`src/rtl/dac_button_ctrl_if.sv`:
```
// Valid/ready write channel between the button front end and the SPI DAC driver.
// The master drives the transaction fields and the slave drives ready.
interface dac_button_ctrl_if #(
  parameter int DATA_W = 12
);
  logic              dac_valid;
  logic              dac_ready;
  logic [DATA_W-1:0] dac_data;
  logic [3:0]        dac_addr;
  logic [3:0]        dac_cmd;

  modport master (
    output dac_valid,
    output dac_data,
    output dac_addr,
    output dac_cmd,
    input  dac_ready
  );

  modport slave (
    input  dac_valid,
    input  dac_data,
    input  dac_addr,
    input  dac_cmd,
    output dac_ready
  );
endinterface

```
`src/rtl/dac_button_ctrl.sv`:
```
// Button/switch front end for the DAC: debounces the east/west buttons, steps a
// saturating level and issues one valid/ready write per accepted event.
module dac_button_ctrl #(
  parameter int         DEBOUNCE_CYCLES = 16,
  parameter int         DATA_W          = 12,
  parameter logic [3:0] DAC_WRITE_CMD   = 4'b0011
) (
  input  logic                     i_clk,
  input  logic                     i_rst,
  input  logic                     i_btn_east,
  input  logic                     i_btn_west,
  input  logic [3:0]               i_sw,
  dac_button_ctrl_if.master        bus,
  output logic [DATA_W-1:0]        o_level
);

  localparam int CNT_W = $clog2(DEBOUNCE_CYCLES) + 1;
  localparam logic [CNT_W-1:0] CNT_LAST = CNT_W'(DEBOUNCE_CYCLES - 1);

  typedef enum logic {
    IDLE,
    SEND
  } state_t;

  logic              r_east_s1, r_east_s2;
  logic              r_west_s1, r_west_s2;
  logic [3:0]        r_sw_s1, r_sw_s2;
  logic [1:0]        r_ch_q;

  logic              r_east_deb, r_east_deb_d;
  logic              r_west_deb, r_west_deb_d;
  logic [CNT_W-1:0]  r_east_cnt, r_west_cnt;

  logic [DATA_W-1:0] r_level;
  logic              r_pending;
  state_t            r_state;

  logic              r_valid;
  logic [DATA_W-1:0] r_data;
  logic [3:0]        r_addr;
  logic [3:0]        r_cmd;

  logic              w_east_evt, w_west_evt;
  logic              w_east_only, w_west_only;
  logic              w_ch_change;
  logic              w_pend_set;
  logic [DATA_W-1:0] w_step;
  logic [DATA_W:0]   w_sum;
  logic [DATA_W-1:0] w_inc_sat;
  logic [DATA_W-1:0] w_dec_sat;

  always_ff @(posedge i_clk or posedge i_rst) begin
    if (i_rst) begin
      r_east_s1 <= 1'b0;
      r_east_s2 <= 1'b0;
      r_west_s1 <= 1'b0;
      r_west_s2 <= 1'b0;
      r_sw_s1   <= 4'b0;
      r_sw_s2   <= 4'b0;
      r_ch_q    <= 2'b0;
    end else begin
      r_east_s1 <= i_btn_east;
      r_east_s2 <= r_east_s1;
      r_west_s1 <= i_btn_west;
      r_west_s2 <= r_west_s1;
      r_sw_s1   <= i_sw;
      r_sw_s2   <= r_sw_s1;
      r_ch_q    <= r_sw_s2[3:2];
    end
  end

  // Counter only runs while the input disagrees with the accepted level, so any bounce restarts it.
  always_ff @(posedge i_clk or posedge i_rst) begin
    if (i_rst) begin
      r_east_deb   <= 1'b0;
      r_east_deb_d <= 1'b0;
      r_east_cnt   <= '0;
      r_west_deb   <= 1'b0;
      r_west_deb_d <= 1'b0;
      r_west_cnt   <= '0;
    end else begin
      r_east_deb_d <= r_east_deb;
      r_west_deb_d <= r_west_deb;

      if (r_east_s2 == r_east_deb) begin
        r_east_cnt <= '0;
      end else if (r_east_cnt == CNT_LAST) begin
        r_east_deb <= r_east_s2;
        r_east_cnt <= '0;
      end else begin
        r_east_cnt <= r_east_cnt + 1'b1;
      end

      if (r_west_s2 == r_west_deb) begin
        r_west_cnt <= '0;
      end else if (r_west_cnt == CNT_LAST) begin
        r_west_deb <= r_west_s2;
        r_west_cnt <= '0;
      end else begin
        r_west_cnt <= r_west_cnt + 1'b1;
      end
    end
  end

  assign w_east_evt  = r_east_deb & ~r_east_deb_d;
  assign w_west_evt  = r_west_deb & ~r_west_deb_d;
  assign w_east_only = w_east_evt & ~w_west_evt;
  assign w_west_only = w_west_evt & ~w_east_evt;
  assign w_ch_change = (r_sw_s2[3:2] != r_ch_q);
  assign w_pend_set  = w_east_only | w_west_only | w_ch_change;

  always_comb begin
    w_step = '0;
    case (r_sw_s2[1:0])
      2'b00:   w_step = DATA_W'(1);
      2'b01:   w_step = DATA_W'(16);
      2'b10:   w_step = DATA_W'(256);
      default: w_step = DATA_W'(1024);
    endcase
  end

  // One extra bit on the sum catches the overflow that selects the saturated value.
  assign w_sum     = {1'b0, r_level} + {1'b0, w_step};
  assign w_inc_sat = w_sum[DATA_W] ? {DATA_W{1'b1}} : w_sum[DATA_W-1:0];
  assign w_dec_sat = (r_level < w_step) ? '0 : (r_level - w_step);

  always_ff @(posedge i_clk or posedge i_rst) begin
    if (i_rst) begin
      r_level <= '0;
    end else if (w_east_only) begin
      r_level <= w_inc_sat;
    end else if (w_west_only) begin
      r_level <= w_dec_sat;
    end
  end

  // Pending collects every event; a new event in the same cycle the FSM consumes it keeps it set.
  always_ff @(posedge i_clk or posedge i_rst) begin
    if (i_rst) begin
      r_state   <= IDLE;
      r_pending <= 1'b0;
      r_valid   <= 1'b0;
      r_data    <= '0;
      r_addr    <= 4'b0;
      r_cmd     <= 4'b0;
    end else begin
      case (r_state)
        IDLE: begin
          if (r_pending) begin
            r_valid <= 1'b1;
            r_data  <= r_level;
            r_addr  <= {2'b00, r_sw_s2[3:2]};
            r_cmd   <= DAC_WRITE_CMD;
            r_state <= SEND;
          end
        end
        SEND: begin
          if (r_valid && bus.dac_ready) begin
            r_valid <= 1'b0;
            r_cmd   <= 4'b0;
            r_state <= IDLE;
          end
        end
        default: r_state <= IDLE;
      endcase

      if (w_pend_set) begin
        r_pending <= 1'b1;
      end else if (r_state == IDLE && r_pending) begin
        r_pending <= 1'b0;
      end
    end
  end

  assign bus.dac_valid = r_valid;
  assign bus.dac_data  = r_data;
  assign bus.dac_addr  = r_addr;
  assign bus.dac_cmd   = r_cmd;
  assign o_level       = r_level;

endmodule
```
`src/flat_wrapper.sv`:
```
// flat-port wrapper written by rule: the top's interface ports become plain ports
module dac_button_ctrl_flat 
#(
  parameter int         DEBOUNCE_CYCLES = 16,
  parameter int         DATA_W          = 12,
  parameter logic [3:0] DAC_WRITE_CMD   = 4'b0011
)
  (i_clk, i_rst, i_btn_east, i_btn_west, i_sw, o_level, bus_dac_valid, bus_dac_data, bus_dac_addr, bus_dac_cmd, bus_dac_ready);
  dac_button_ctrl_if #(.DATA_W(DATA_W)) bus_i ();
  input  logic i_clk;
  input  logic i_rst;
  input  logic i_btn_east;
  input  logic i_btn_west;
  input  logic [3:0] i_sw;
  output logic [DATA_W-1:0] o_level;
  output wire logic [$bits(bus_i.dac_valid)-1:0] bus_dac_valid;
  output wire logic [$bits(bus_i.dac_data)-1:0] bus_dac_data;
  output wire logic [$bits(bus_i.dac_addr)-1:0] bus_dac_addr;
  output wire logic [$bits(bus_i.dac_cmd)-1:0] bus_dac_cmd;
  input wire logic [$bits(bus_i.dac_ready)-1:0] bus_dac_ready;
  assign bus_dac_valid = bus_i.dac_valid;
  assign bus_dac_data = bus_i.dac_data;
  assign bus_dac_addr = bus_i.dac_addr;
  assign bus_dac_cmd = bus_i.dac_cmd;
  assign bus_i.dac_ready = bus_dac_ready;
  dac_button_ctrl #(.DEBOUNCE_CYCLES(DEBOUNCE_CYCLES), .DATA_W(DATA_W), .DAC_WRITE_CMD(DAC_WRITE_CMD)) u_core (.i_clk(i_clk), .i_rst(i_rst), .i_btn_east(i_btn_east), .i_btn_west(i_btn_west), .i_sw(i_sw), .bus(bus_i), .o_level(o_level));
endmodule
```
`config.mk`:
```
export PLATFORM = sky130hd
export DESIGN_NAME = dac_button_ctrl_flat
export DESIGN_NICKNAME = d
export VERILOG_FILES = /design/src/rtl/dac_button_ctrl_if.sv /design/src/rtl/dac_button_ctrl.sv /design/src/flat_wrapper.sv
export SDC_FILE = /design/constraint.sdc
export NUM_CORES = 1
export LEC_CHECK = 0
export CAP_MARGIN = 20
export CORE_MARGIN = 10
export CORE_UTILIZATION = 45
export CTS_CLUSTER_DIAMETER = 150
export CTS_CLUSTER_SIZE = 8
export DETAILED_ROUTE_END_ITERATION = 7
export PLACE_DENSITY = 0.76
export SLEW_MARGIN = 20
export SYNTH_ARGS = -nofsm -noshare
export SYNTH_HDL_FRONTEND = slang
export SYNTH_SLANG_ARGS = --single-unit
```
`constraint.sdc`:
```
create_clock -name i_clk -period 3.22 [get_ports i_clk]
set_clock_uncertainty 0.1 [all_clocks]
set_input_delay 0.644 -clock i_clk [delete_from_list [all_inputs] [get_ports i_clk]]
set_output_delay 0.644 -clock i_clk [all_outputs]
set_load 0.02 [all_outputs]
```
==> results.json <==
{
  "clock_path_buffers": 2,
  "path_clk_slew_ns": 0.06,
  "h-tree-depth": 3,
  "hold_class": "flop to flop",
  "yosysTopAreaCell": "dfrtp_1",
  "synth_edf_count": 0,
  "grt_pass1_wl_um": 10900,
  "reg2reg_slack_ns": 0.50,
  "io_pins": 42,
  "synth_cell_types": 53,
  "dr.pass1.iters": 6,
  "grt.overflow.total": 0,
  "tns_ns": 0,
  "wl_met3_um": 424,
  "rsz0062_at_grt": "no",
  "cp_max_fo": 10,
  "synth_top_cells_by_area": "dfrtp_1, mux2_2, ha_1, xor2_1, a21oi_1",
  "route.detailed.drc": 0,
  "wl_per_cell_um": 16.4,
  "finalWeightedCongestion": 0.934,
  "cp-start-kind": "flop",
  "syn_area_mm2": 0.00295,
  "fmax_mhz": 368,
  "fin_crit_ns": 2.72,
  "place_hpwl_um": 4590,
  "io_buffers": 37,
  "p_leak_uw": 0.00164,
  "grt_max_degree": 58,
  "hold_end": "u_core.r_east_s2$_DFF_PP0_",
  "postCtsResizedCells": 0,
  "ant_nets": 0,
  "drv_slew": 0,
  "yosys_warnings": 0,
  "avgSynthCellArea_um2": 10.6,
  "std_cell_rows": 29,
  "final_nets": 335,
  "hold_depth": 0,
  "area_growth_pct": 21.0,
  "ff_latch_area_mm2": 0.00143,
  "yosys_most_used_dff": "dfrtp_1",
  "fp.coreArea_mm2": 0.00635,
  "hp-start": "u_core.r_east_s1$_DFF_PP0_",
  "diodes": 0,
  "wl_met1_um": 2610,
  "postSynthCellCount": 277,
  "route.vias.total": 2181,
  "r2r_cells": 8,
  "crit_type": "flop to flop",
  "initial_utilization_pct": 46.4,
  "synth_top_area_share_pct": 48.4,
  "root_buffer": "clkbuf_8",
  "vias_per_cell": 5.54,
  "finalHoldViolations": 0,
  "synthArstFlopShare_pct": 100,
  "end_kind": "flop",
  "cts_hold_buf": 0,
  "num-fill-cells": 520,
  "vdd_drop_max_mv": 0.395,
  "final_core_util_pct": 56.1,
  "cp.required_ns": 3.34,
  "drt-total-wl_um": 6450,
  "grt_pass1_vias": 2266,
  "maxCapViolations": 0,
  "met2WireLength_um": 3270,
  "first_iter_violations": 128,
  "tritoncts": "yes",
  "ys_seq_area_share_pct": 48.4,
  "cts_buffers": 9,
  "cellPowerDensity_mw_per_mm2": 539,
  "period_share_pct": 84.4,
  "multiInputGateArea_mm2": 0.00136,
  "die_h_um": 101,
  "outcome": "completed",
  "routed.top_layer": "met4",
  "regToRegEndpoint": "u_core.o_level[6]$_DFFE_PP0P_",
  "r2r_start": "u_core.r_sw_s2[1]$_DFF_PP0_",
  "clock-sinks": 57,
  "antenna_found_initial": 0,
  "clock_latency_ns": 0.34,
  "grt_usage_pct": 13.4,
  "setup_viol": 0,
  "die_w_um": 101,
  "arrival_ns": 2.84,
  "ys_seq_elements": 57,
  "dieArea_mm2": 0.0102,
  "cts_setup_buffers": 0,
  "drive_gt1_share_pct": 14.2
}
through the flow:
step | instance area, um^2 | std cells | power (uW) | setup slack (ns) | hold slack [ns]
after floorplan | 2960 | 280 | 1090 | 0.599 | 0.231
after global placement | 3350 | 378 | 1210 | 0.604 | 0.232
after detailed placement | 3350 | 378 | 1220 | 0.527 | 0.235
after CTS | 3560 | 394 | 1940 | 0.514 | 0.252
after global routing | 3560 | 394 | 2020 | 0.326 | 0.258
final | 3560 | 394 | 1920 | 0.501 | 0.249
logic make-up (layout without fill, tap and decap cells):
family,Yosys count,after routing,synth area share [%]
AO/OA/AOI/OAI,62,62,14.3
XOR/XNOR,14,14,4.16
adder cells (fa/ha/maj),14,14,5.95
buffers and inverters,36,73,5.86
flip-flops,57,57,48.4
multiplexers,18,18,6.88
other,1,4,0.127
AND/OR/NAND/NOR,75,75,14.3
state kept, by name, summed over array words and instances, names as in the netlist:
| signal | cells |
|---|---|
| u_core.bus.dac_addr | 2 |
| u_core.bus.dac_cmd | 1 |
| u_core.bus.dac_data | 12 |
| u_core.o_level | 12 |
| u_core.r_ch_q | 2 |
| u_core.r_east_cnt | 5 |
| u_core.r_east_deb | 1 |
| u_core.r_east_deb_d | 1 |
| u_core.r_east_s1 | 1 |
| u_core.r_east_s2 | 1 |
| u_core.r_pending | 1 |
| u_core.r_state | 1 |
| u_core.r_sw_s1 | 4 |
| u_core.r_sw_s2 | 4 |
| u_core.r_west_cnt | 5 |
| u_core.r_west_deb | 1 |
| u_core.r_west_deb_d | 1 |
| u_core.r_west_s1 | 1 |
| u_core.r_west_s2 | 1 |
cell type report:
cell class | instances | area share [%]
Clock inverter | 5 | 2.25
Tap cell | 77 | 2.70
Inverter | 16 | 1.68
Clock buffer | 11 | 3.69
Sequential cell | 57 | 40.0
Timing Repair Buffer | 41 | 11.6
Multi-Input combinational cell | 187 | 38.1
critical path, cell delays in order (launching register included):
cell     delay, ns
dfrtp_1       0.40
nor2_1        0.16
ha_1          0.21
ha_1          0.20
or3b_2        0.51
a211o_1       0.35
and3_4        0.24
a21o_1        0.16
a211o_1       0.27
layer usage:
metal	track usage, %	vias up
li1	-	1052
met1	14.6	1059
met2	22.0	56
met3	5.76	14
met4	6.32	0
met5	0	-
power breakdown:
group / internal [uW] / switching (uW)
logic: 182 / 201
registers: 765 / 54.8
clock network: 434 / 284
total: 1380 / 540
synth_stat cells, types with 3 or more instances:
library cell  instances
a211o_1               3
and2_1                3
nand2b_1              4
inv_1                16
o21ai_0              11
a21o_1                5
a21oi_1              14
a31oi_1               4
xnor2_1               4
nor2b_1               5
mux2_2               18
buf_4                 6
clkbuf_1             12
ha_1                 14
dfrtp_1              57
a221oi_1              3
nand4_1               4
xor2_1               10
nand2_1              10
nand3_1              10
nor2_1               18
placed cells by master (no fill, tap or decap), drive strengths merged, types with 3 or more instances in the layout:
cell type	count
ha	14
conb	4
nor2b	5
dfrtp	57
and2	3
a211o	3
and3	3
nor2	18
mux2	18
or4	3
a21o	5
a31oi	4
a21oi	14
inv	16
o21ai	11
nand2	10
xor2	10
xnor2	4
clkbuf	11
nand4	4
buf	4
clkdlybuf4s50	37
nand2b	4
nand3	10
a221oi	3
worst max path at each step:
| stage | start | to | slack, ns | cells after the start |
|---|---|---|---|---|
| 2_1_floorplan | u_core.o_level[0]$_DFFE_PP0P_ | u_core.o_level[6]$_DFFE_PP0P_ | 0.60 | 9 |
| 3_3_place_gp | u_core.r_sw_s2[1]$_DFF_PP0_ | u_core.o_level[6]$_DFFE_PP0P_ | 0.60 | 8 |
| 3_5_place_dp | u_core.r_sw_s2[1]$_DFF_PP0_ | u_core.o_level[6]$_DFFE_PP0P_ | 0.53 | 8 |
| 4_1_cts | u_core.r_sw_s2[1]$_DFF_PP0_ | u_core.o_level[6]$_DFFE_PP0P_ | 0.51 | 8 |
| 5_1_grt | u_core.r_sw_s2[1]$_DFF_PP0_ | u_core.o_level[9]$_DFFE_PP0P_ | 0.33 | 8 |
| 6_report | u_core.r_sw_s2[1]$_DFF_PP0_ | u_core.o_level[6]$_DFFE_PP0P_ | 0.50 | 8 |
Power figures use the tool's default switching activity.
